File: config.mk
export PLATFORM = sky130hd
export DESIGN_NAME = ifetch_seq
export DESIGN_NICKNAME = d
export VERILOG_FILES = /design/src/rtl/ifetch_seq_pkg.sv /design/src/rtl/ifetch_seq_bus_timer.sv /design/src/rtl/ifetch_seq.sv
export SDC_FILE = /design/constraint.sdc
export NUM_CORES = 1
export LEC_CHECK = 0
export ABC_CLOCK_PERIOD_IN_PS = 6690
export CORE_MARGIN = 8
export CORE_UTILIZATION = 42
export DETAILED_ROUTE_END_ITERATION = 10
export GPL_ROUTABILITY_DRIVEN = 0
export PLACE_DENSITY = 0.69
export RECOVER_POWER = 100
export SLEW_MARGIN = 20
export SYNTH_ARGS = -nofsm -noshare
export SYNTH_HDL_FRONTEND = slang
export SYNTH_SLANG_ARGS = --single-unit
File: constraint.sdc
create_clock -name clk -period 6.69 [get_ports clk]
set_input_delay 1.338 -clock clk [delete_from_list [all_inputs] [get_ports clk]]
set_output_delay 1.338 -clock clk [all_outputs]
set_load 0.03 [all_outputs]
File: src/rtl/ifetch_seq_pkg.sv
// Shared types and constants for the instruction fetch sequencer.
// Latency: none, declarations only.
// Backpressure: none, declarations only.
package ifetch_seq_pkg;

    localparam int IFS_AW_DEF      = 16;
    localparam int IFS_TIMEOUT_DEF = 15;

    localparam int IR_W   = 16;
    localparam int BYTE_W = 8;

    typedef enum logic [1:0] {
        ST_IDLE = 2'd0,
        ST_LO   = 2'd1,
        ST_HI   = 2'd2
    } ifs_state_t;

    // Registered IR request bundle. The low byte is loaded first with a
    // full-word write (upper lane zeroed); the high byte follows through the
    // upper-byte strobe, which takes din[7:0] into IR[15:8].
    typedef struct packed {
        logic [IR_W-1:0] din;
        logic            wr;
        logic            wru;
        logic            done;
    } ir_req_t;

    // Place a memory byte on the IR data lanes (low lane, upper lane zero).
    function automatic logic [IR_W-1:0] ir_lane(input logic [BYTE_W-1:0] b);
        return {{(IR_W-BYTE_W){1'b0}}, b};
    endfunction

endpackage

File: src/rtl/ifetch_seq_bus_timer.sv
// Saturating wait-cycle counter; expired is high once TIMEOUT cycles have been counted.
// Latency: count advances one per enabled cycle, expired is a decode of the count.
// Backpressure: none; clear has priority over enable, count holds at TIMEOUT.
module ifetch_seq_bus_timer #(
    parameter int TIMEOUT = 15
) (
    input  logic clk,
    input  logic rst_n,
    input  logic clr,
    input  logic en,
    output logic expired
);

    localparam int TW = (TIMEOUT < 1) ? 1 : $clog2(TIMEOUT + 1);

    logic [TW-1:0] cnt;

    assign expired = (cnt == TW'(TIMEOUT));

    // Count unacknowledged wait cycles, saturating at TIMEOUT.
    always_ff @(posedge clk or negedge rst_n) begin
        if (!rst_n) begin
            cnt <= '0;
        end else if (clr) begin
            cnt <= '0;
        end else if (en && !expired) begin
            cnt <= cnt + TW'(1);
        end
    end

endmodule

File: src/rtl/ifetch_seq.sv
// Fetches a 16-bit instruction as two bytes (PC, PC+1) and loads them into the IR.
// Latency: zero-wait memory gives ir_write 2 cycles and ir_writeu/instr_done 3 cycles after start.
// Backpressure: holds mem_rd/mem_addr until mem_ack; branch aborts, timeout restarts at the instruction PC.
module ifetch_seq
    import ifetch_seq_pkg::*;
#(
    parameter int AW      = IFS_AW_DEF,
    parameter int TIMEOUT = IFS_TIMEOUT_DEF
) (
    input  logic          clk,
    input  logic          rst_n,
    input  logic          start,
    input  logic          branch,
    input  logic [AW-1:0] branch_addr,
    output logic          mem_rd,
    output logic [AW-1:0] mem_addr,
    input  logic          mem_ack,
    input  logic [7:0]    mem_data,
    output logic [15:0]   ir_din,
    output logic          ir_write,
    output logic          ir_writeu,
    output logic          instr_done,
    output logic          busy,
    output logic [AW-1:0] pc,
    output logic          bus_err
);

    ifs_state_t    state_q, state_d;
    logic [AW-1:0] pc_q, pc_d;
    logic [AW-1:0] pc_start_q, pc_start_d;
    logic [AW-1:0] addr_q, addr_d;
    logic [AW-1:0] pc_inc;
    logic          rd_q, rd_d;
    logic          err_q, err_d;
    ir_req_t       ir_q, ir_d;
    logic          ack_v;
    logic          tmr_clr, tmr_en, tmr_exp;

    // An ack only counts while a read is actually outstanding.
    assign ack_v  = mem_ack & rd_q;
    assign pc_inc = pc_q + AW'(1);

    assign mem_rd     = rd_q;
    assign mem_addr   = addr_q;
    assign ir_din     = ir_q.din;
    assign ir_write   = ir_q.wr;
    assign ir_writeu  = ir_q.wru;
    assign instr_done = ir_q.done;
    assign bus_err    = err_q;
    assign busy       = (state_q != ST_IDLE);
    assign pc         = pc_q;

    // The expiry fires on the first unacked cycle after TIMEOUT waits were counted.
    ifetch_seq_bus_timer #(
        .TIMEOUT (TIMEOUT)
    ) u_bus_timer (
        .clk     (clk),
        .rst_n   (rst_n),
        .clr     (tmr_clr),
        .en      (tmr_en),
        .expired (tmr_exp)
    );

    // State, PC and all bus/IR outputs are registered; reset drops any fetch silently.
    always_ff @(posedge clk or negedge rst_n) begin
        if (!rst_n) begin
            state_q    <= ST_IDLE;
            pc_q       <= '0;
            pc_start_q <= '0;
            addr_q     <= '0;
            rd_q       <= 1'b0;
            err_q      <= 1'b0;
            ir_q       <= '0;
        end else begin
            state_q    <= state_d;
            pc_q       <= pc_d;
            pc_start_q <= pc_start_d;
            addr_q     <= addr_d;
            rd_q       <= rd_d;
            err_q      <= err_d;
            ir_q       <= ir_d;
        end
    end

    // Next-state logic: branch first, then ack, then timeout, then keep waiting.
    always_comb begin
        state_d    = state_q;
        pc_d       = pc_q;
        pc_start_d = pc_start_q;
        addr_d     = addr_q;
        rd_d       = rd_q;
        err_d      = 1'b0;
        ir_d       = '{din: ir_q.din, wr: 1'b0, wru: 1'b0, done: 1'b0};
        tmr_clr    = 1'b0;
        tmr_en     = 1'b0;

        if (branch) begin
            // Redirect wins over everything; an ack seen now produces no strobe.
            pc_d    = branch_addr;
            rd_d    = 1'b0;
            state_d = ST_IDLE;
            tmr_clr = 1'b1;
        end else begin
            case (state_q)
                ST_IDLE: begin
                    tmr_clr = 1'b1;
                    if (start) begin
                        pc_start_d = pc_q;
                        addr_d     = pc_q;
                        rd_d       = 1'b1;
                        state_d    = ST_LO;
                    end
                end
                ST_LO, ST_HI: begin
                    if (ack_v) begin
                        ir_d.din = ir_lane(mem_data);
                        pc_d     = pc_inc;
                        tmr_clr  = 1'b1;
                        if (state_q == ST_LO) begin
                            ir_d.wr = 1'b1;
                            addr_d  = pc_inc;
                            state_d = ST_HI;
                        end else begin
                            ir_d.wru  = 1'b1;
                            ir_d.done = 1'b1;
                            rd_d      = 1'b0;
                            state_d   = ST_IDLE;
                        end
                    end else if (tmr_exp) begin
                        // Abandon the instruction and rewind so it is refetched whole.
                        err_d   = 1'b1;
                        rd_d    = 1'b0;
                        pc_d    = pc_start_q;
                        state_d = ST_IDLE;
                        tmr_clr = 1'b1;
                    end else begin
                        tmr_en = 1'b1;
                    end
                end
                default: begin
                    rd_d    = 1'b0;
                    state_d = ST_IDLE;
                end
            endcase
        end
    end

endmodule

==> results of run 1 <==
stage by stage:
step / instance area (µm²) / setup slack, ns
floorplan: 3580 / 3.97
global placement: 4310 / 2.99
detailed placement: 4310 / 2.93
CTS: 4500 / 3.29
global route: 4490 / 1.83
finish: 4490 / 2.18
power breakdown:
part / switching, mW / internal (mW)
Clock: 0.159 / 0.164
Combinational: 0.433 / 0.294
Sequential: 0.120 / 0.538
Total: 0.712 / 0.996
cell type report:
type	count	area (µm²)	area share [%]
multi-input cells	262	1730	38.5
inverters	9	33.8	0.753
clock buffers	12	165	3.68
repair buffers	77	751	16.7
flip-flops and latches	66	1650	36.8
well taps	105	131	2.93
clock inverters	4	25.0	0.558
state kept, by name (all words and copies together) (netlist names), 2 cells and up:
register / count
ir_din: 8
mem_addr: 16
pc: 16
pc_start_q: 16
state_q: 2
u_bus_timer.cnt: 4
cells in the final DEF (no fill, tap or decap), types with 5 or more instances in the layout:
cell type and n:
o311ai_0 5, nand2_1 25, nand4_1 6, xor2_1 6
dfrtp_1 66, ha_1 6, and3_1 5, and2_1 5
nor3_1 5, nor2_1 31, conb_1 8, inv_1 9
mux2i_1 6, dlygate4sd3_1 48, a21oi_1 20, nand3_1 15
nor4_1 7, clkbuf_8 12, a31oi_1 10, clkdlybuf4s50_1 25
o21ai_0 19, mux2_2 21, xnor2_1 8
logic make-up (layout without fill, tap and decap cells):
kind of cell	Yosys count	count (layout)	synth area share, %
adder cells (fa/ha/maj)	6	6	2.11
AO/OA/AOI/OAI	87	87	16.3
other	1	8	0.105
AND/OR/NAND/NOR	119	119	17.2
multiplexers	28	28	8.65
XOR/XNOR	14	14	3.45
flip-flops	66	66	46.4
buffers and inverters	44	102	5.73
path summary, 6_finish.rpt:
| path | from | endpoint | slack, ns | cells after the start |
|---|---|---|---|---|
| max | branch | mem_addr[12] | 2.18 | 6 |
| min | pc_start_q[11] | pc_start_q[11] | 0.49 | 2 |
| max reg2reg | state_q[0] | mem_addr[12] | 3.09 | 7 |
| min reg2reg | pc_start_q[11] | pc_start_q[11] | 0.49 | 2 |
| max in group asynchronous | rst_n | pc[3] | 4.97 | 2 |
| min in group asynchronous | rst_n | ir_din[7] | 1.18 | 2 |
per-layer routing:
metal	routed length, µm	vias up
met5	0	-
met4	89	0
met3	1040	8
met2	4360	123
met1	4020	1445
li1	-	1439
critical path, cell delays in order:
cell and delay, ns:
dlygate4sd3_1 0.55, clkbuf_1 0.60, a211oi_1 1.46, clkbuf_1 0.58
nor2_1 0.09, a31oi_1 0.16
==> metrics.md, run 1 <==
| Metric | Value |
|---|---|
| Global-route wire length before repair | `about 15 mm` |
| Clock Latency Late Sink | `approximately 0.35 ns` |
| Buffers on Ports | `74` |
| Top-count cell post-synth | `dfrtp_1` |
| CP endpoint kind | `register` |
| Ys Warns | `0` |
| Total clock sinks | `between 60 and 70` |
| # rows | `33` |
| Inserted Diodes | `0` |
| Root Buffer | `clkbuf_8` |
| CTS tree | `built` |
| #FFs+latches synth | `66` |
| Worst Path Arrival | `between 4 and 5 ns` |
| Synth Instances | `between 300 and 400` |
| RSZ-0062 raised after global routing | `no` |
| Top cells by count, synth | `66 x dfrtp_1, 31 x nor2_1, 25 x nand2_1` |
| Top Ports | `83` |
| Min-delay worst type | `register to register` |
| Via count | `between 3,000 and 4,000` |
| Vias in the first global route | `about 2,900` |
| GR Util All Layers | `roughly 16%` |
| Post-synth top flop | `dfrtp_1` |
| Power Total | `1.71 mW` |
| DRT Wirelength | `about 9.5 mm` |
| Busiest grt layer | `met2` |
| Asr flop ratio synth | `100%` |
| Nets | `460` |
| Final antenna-violating net count | `0` |
| Fillers | `760` |
| Failing checks | `capacitance limit, slew limit` |
| Worst-path clk slew | `about 0.08 ns` |
| Dpl cells | `518` |
| Grt met3 use | `roughly 5.1%` |
| Post-synthesis sequential area ratio | `a little under half` |
| Syn Std Cell Area | `around 0.0036 mm²` |
| Die Ht | `about 110 µm` |
| Fin Hold WS | `0.490 ns` |
| Clock Skews | `around 0.014 ns` |
| Worst-path maximum fanout | `36` |
| Share of post-route cells with drive strength above 1 | `under 10%` |
| CTS max path bufs | `2` |
| Pre-antenna DRT Iters | `4` |
| Dpl hpwl | `6.56 mm` |
| P_leak | `roughly 1.9 nW` |
| Slew HR | `-6.33%` |
| CTS H-tree lvls | `3` |
| Post-CTS Hold Buffers | `0` |
| DRC violations left | `0` |
| Setup violators final | `0` |
| Pin count of the biggest net entering global routing | `67` |
| Critical path class | `primary input to register` |
| Startpoint Class | `primary input` |
| Global Route met2 Usage | `around 26%` |
| CTS buffer count | `9` |
| Final Max Tran Viols | `54` |
| Worst slew pin tran | `1.59 ns` |
| Status | `complete, but fails checks` |
| Initial Utilization | `between 40 and 50%` |
| Layout Cells excl Fill | `between 500 and 600` |
| Die area | `between 0.01 and 0.015 mm²` |
| Maxcap violations | `2` |
| Post-synthesis cell type count | `52` |
| Fmax | `0.222 GHz` |
| Cts repair resizes | `0` |
| Fin. Hold Viols | `0` |
| Synth top area cells | `dfrtp_1 46%, mux2_2 7.0%, nor2_1 3.3%` |
| Post-Route Setup TNS | `0 ns` |
| Fin crit period | `approximately 4.5 ns` |
| Die width | `108 µm` |
| Final core occ | `around 55%` |
| Mapped Avg Cell Area | `about 9.7 µm²` |
| Antenna violations before repair | `0` |
| Worst IR Drop VDD | `between 0.15 and 0.2 mV` |
| Total gr overflow | `0` |
| Routed wire per std cell | `between 15 and 20 µm` |
| Synth top area share | `46.4%` |
| Tcrit/Tclk final | `between 60 and 70%` |
| M1 GR Usage | `between 20% and 30%` |
| Vias per inst | `around 5.6` |
| Synth area leader | `dfrtp_1` |
| DRT iter0 DRCs | `~240` |
| EDFF count, synth | `0` |
| Req. time, crit path | `approximately 7 ns` |
| Layout area overhead | `26.1%` |
| Core area | `just over 0.008 mm²` |
| PwrDens | `about 380 mW/mm²` |
| Post-CTS Setup Repair Bufs | `0` |
(Power assumes the default switching activity.)
==> run 2: changes to the inputs <==
Settings changed: ABC_CLOCK_PERIOD_IN_PS 6690 to 4000, PLACE_DENSITY 0.69 to 0.72.
Clock period 6.69 ns to 4 ns, I/O delays scaled along.
==> run 2 against run 1 <==
Against the previous run: the run now ends clean; non-clock buffer count grew 4; worst hold slack lost 0.0019 ns; global-route usage grew 0.57 points; combinational power grew 69%; first-iteration DRC count shrank 30%; via count grew 0.96%; wire length grew 1.5%; power grew 73%; critical endpoint is now pc_start_q[14]; largest power group unchanged; highest routed layer unchanged.
==> metrics.md, run 2 (synthesis gave the netlist of run 1 again) <==
| Metric | Value |
|---|---|
| Status | `finished, final reports clean` |
| Total clock sinks | `between 60 and 70` |
| DRC violations left | `0` |
| Setup violators final | `0` |
| CP endpoint kind | `register` |
| M1 GR Usage | `21.5%` |
| Worst IR Drop VDD | `0.377 mV` |
| Slew HR | `between 10% and 20%` |
| Startpoint Class | `primary input` |
| WP buf/inv | `4` |
| Antenna violations before repair | `0` |
| Layout area overhead | `27.6%` |
| Place WS | `about 1.2 ns` |
| Post-CTS Hold Buffers | `0` |
| CTS max path bufs | `2` |
| Power Total | `around 3.0 mW` |
| Top Ports | `just over 80` |
| Max incr delay on CP | `0.55 ns` |
| Initial Utilization | `43.3%` |
| Fmax | `around 0.33 GHz` |
| Fin. Hold Viols | `0` |
| Core area | `approximately 0.0082 mm²` |
| Worst slew pin tran | `between 1 and 1.5 ns` |
| Die Ht | `around 110 µm` |
| Hold path cells | `2` |
| Total gr overflow | `0` |
| Worst-path maximum fanout | `20` |
| Buffers on Ports | `74` |
| CTS buffer count | `9` |
| Worst path slowest cell | `clkbuf_1` |
| Inserted Diodes | `0` |
| CP cell instances | `dlygate4sd3_1, clkbuf_1, inv_1, nand3_1, buf_4, mux2_2` |
| Routed wire per std cell | `around 18 µm` |
| R2R Setup Slk | `~1.3 ns` |
| Post-CTS Setup Repair Bufs | `0` |
| Clock Latency Late Sink | `0.35 ns` |
| Dpl hpwl | `about 7 mm` |
| Most frequent cells in the layout | `66 x dfrtp_1, 48 x dlygate4sd3_1, 31 x nor2_1` |
| Fillers | `around 760` |
| CTS H-tree lvls | `3` |
| Nets | `~460` |
| Tcrit/Tclk final | `76.9%` |
| RSZ-0062 raised after global routing | `no` |
| Leading cell type in the layout, fill and taps excluded | `dfrtp_1` |
| Critical path class | `primary input to register` |
| Worst Path Arrival | `~3.3 ns` |
| Post-Route Setup TNS | `0 ns` |
| # rows | `33` |
| DRT Wirelength | `9.65 mm` |
| CTS tree | `built` |
| Worst-path clk slew | `~0.08 ns` |
| P_leak | `approximately 1.9 nW` |
| Root Buffer | `clkbuf_8` |
| Maxcap violations | `0` |
| Clock Skews | `~0.012 ns` |
| Via count | `about 3,000` |
| DRT iter0 DRCs | `166` |
| Pre-antenna DRT Iters | `5` |
| Final Max Tran Viols | `0` |
| Share of post-route cells with drive strength above 1 | `about a tenth` |
| Fin crit period | `about 3.1 ns` |
| Req. time, crit path | `~4.2 ns` |
| Final antenna-violating net count | `0` |
| Final core occ | `between 50% and 60%` |
| WP depth | `6` |
| Final worst slack | `~0.92 ns` |
| Die area | `0.0117 mm²` |
| PwrDens | `between 600 and 700 mW/mm²` |
| Worst R2R Path Depth | `6` |
| Pin count of the biggest net entering global routing | `between 40 and 50` |
| Busiest grt layer | `met2` |
| Family with the most delay on the worst path | `buffers and inverters` |
| Global Route met2 Usage | `25.8%` |
| GR Util All Layers | `16.9%` |
| Vias in the first global route | `approximately 3,100` |
| Global-route wire length before repair | `15.7 mm` |
| Min-delay worst type | `register to register` |
| Grt met3 use | `5.23%` |
| Die width | `roughly 110 µm` |
| Vias per inst | `about 5.6` |
| Cts repair resizes | `0` |
==> run 2: stage by stage <==
step	hold slack (ns)	cell area (µm²)	cells
after floorplan	0.442	3580	372
after CTS	0.415	4560	539
after global routing	0.508	4540	539
final	0.489	4540	539
after global placement	0.456	4350	523
after detailed placement	0.470	4350	523
==> run 2: worst paths after layout <==
| check | start | to |
|---|---|---|
| max in group asynchronous | rst_n | pc_start_q[0] |
| setup / recovery | branch | pc_start_q[14] |
| min in group asynchronous | rst_n | ir_din[0] |
| hold reg to reg | pc_start_q[11] | pc_start_q[11] |
| hold / removal | pc_start_q[11] | pc_start_q[11] |
| setup reg to reg | state_q[0] | pc[8] |
==> run 2: area by class of cell <==
type / instances / area (µm²) / share of cell area [%]
inverters: 9 / 33.8 / 0.744
repair buffers: 81 / 777 / 17.1
clock inverters: 7 / 93.8 / 2.07
flip-flops and latches: 66 / 1650 / 36.4
clock buffers: 9 / 124 / 2.73
multi-input cells: 262 / 1730 / 38.1
well taps: 105 / 131 / 2.89
==> run 2: power by group <==
group | internal, mW | total, mW | switching (mW)
combinational | 0.499 | 1.23 | 0.731
clock | 0.349 | 0.623 | 0.274
sequential | 0.900 | 1.10 | 0.199
total | 1.75 | 2.95 | 1.20
==> run 2: worst register-to-register path: cells and delay by family (launching register included) <==
kind,cells,cell delay [ns]
AOI/OAI and AO/OA,3,1.42
DFF,1,0.39
adders and majority gates,1,0.61
buffers and inverters,2,0.20
==> run 2: routing by layer <==
layer	part of all wire (%)	vias up
met2	46	125
met5	0	-
li1	-	1436
met4	2.1	0
met1	43	1466
met3	8.8	17
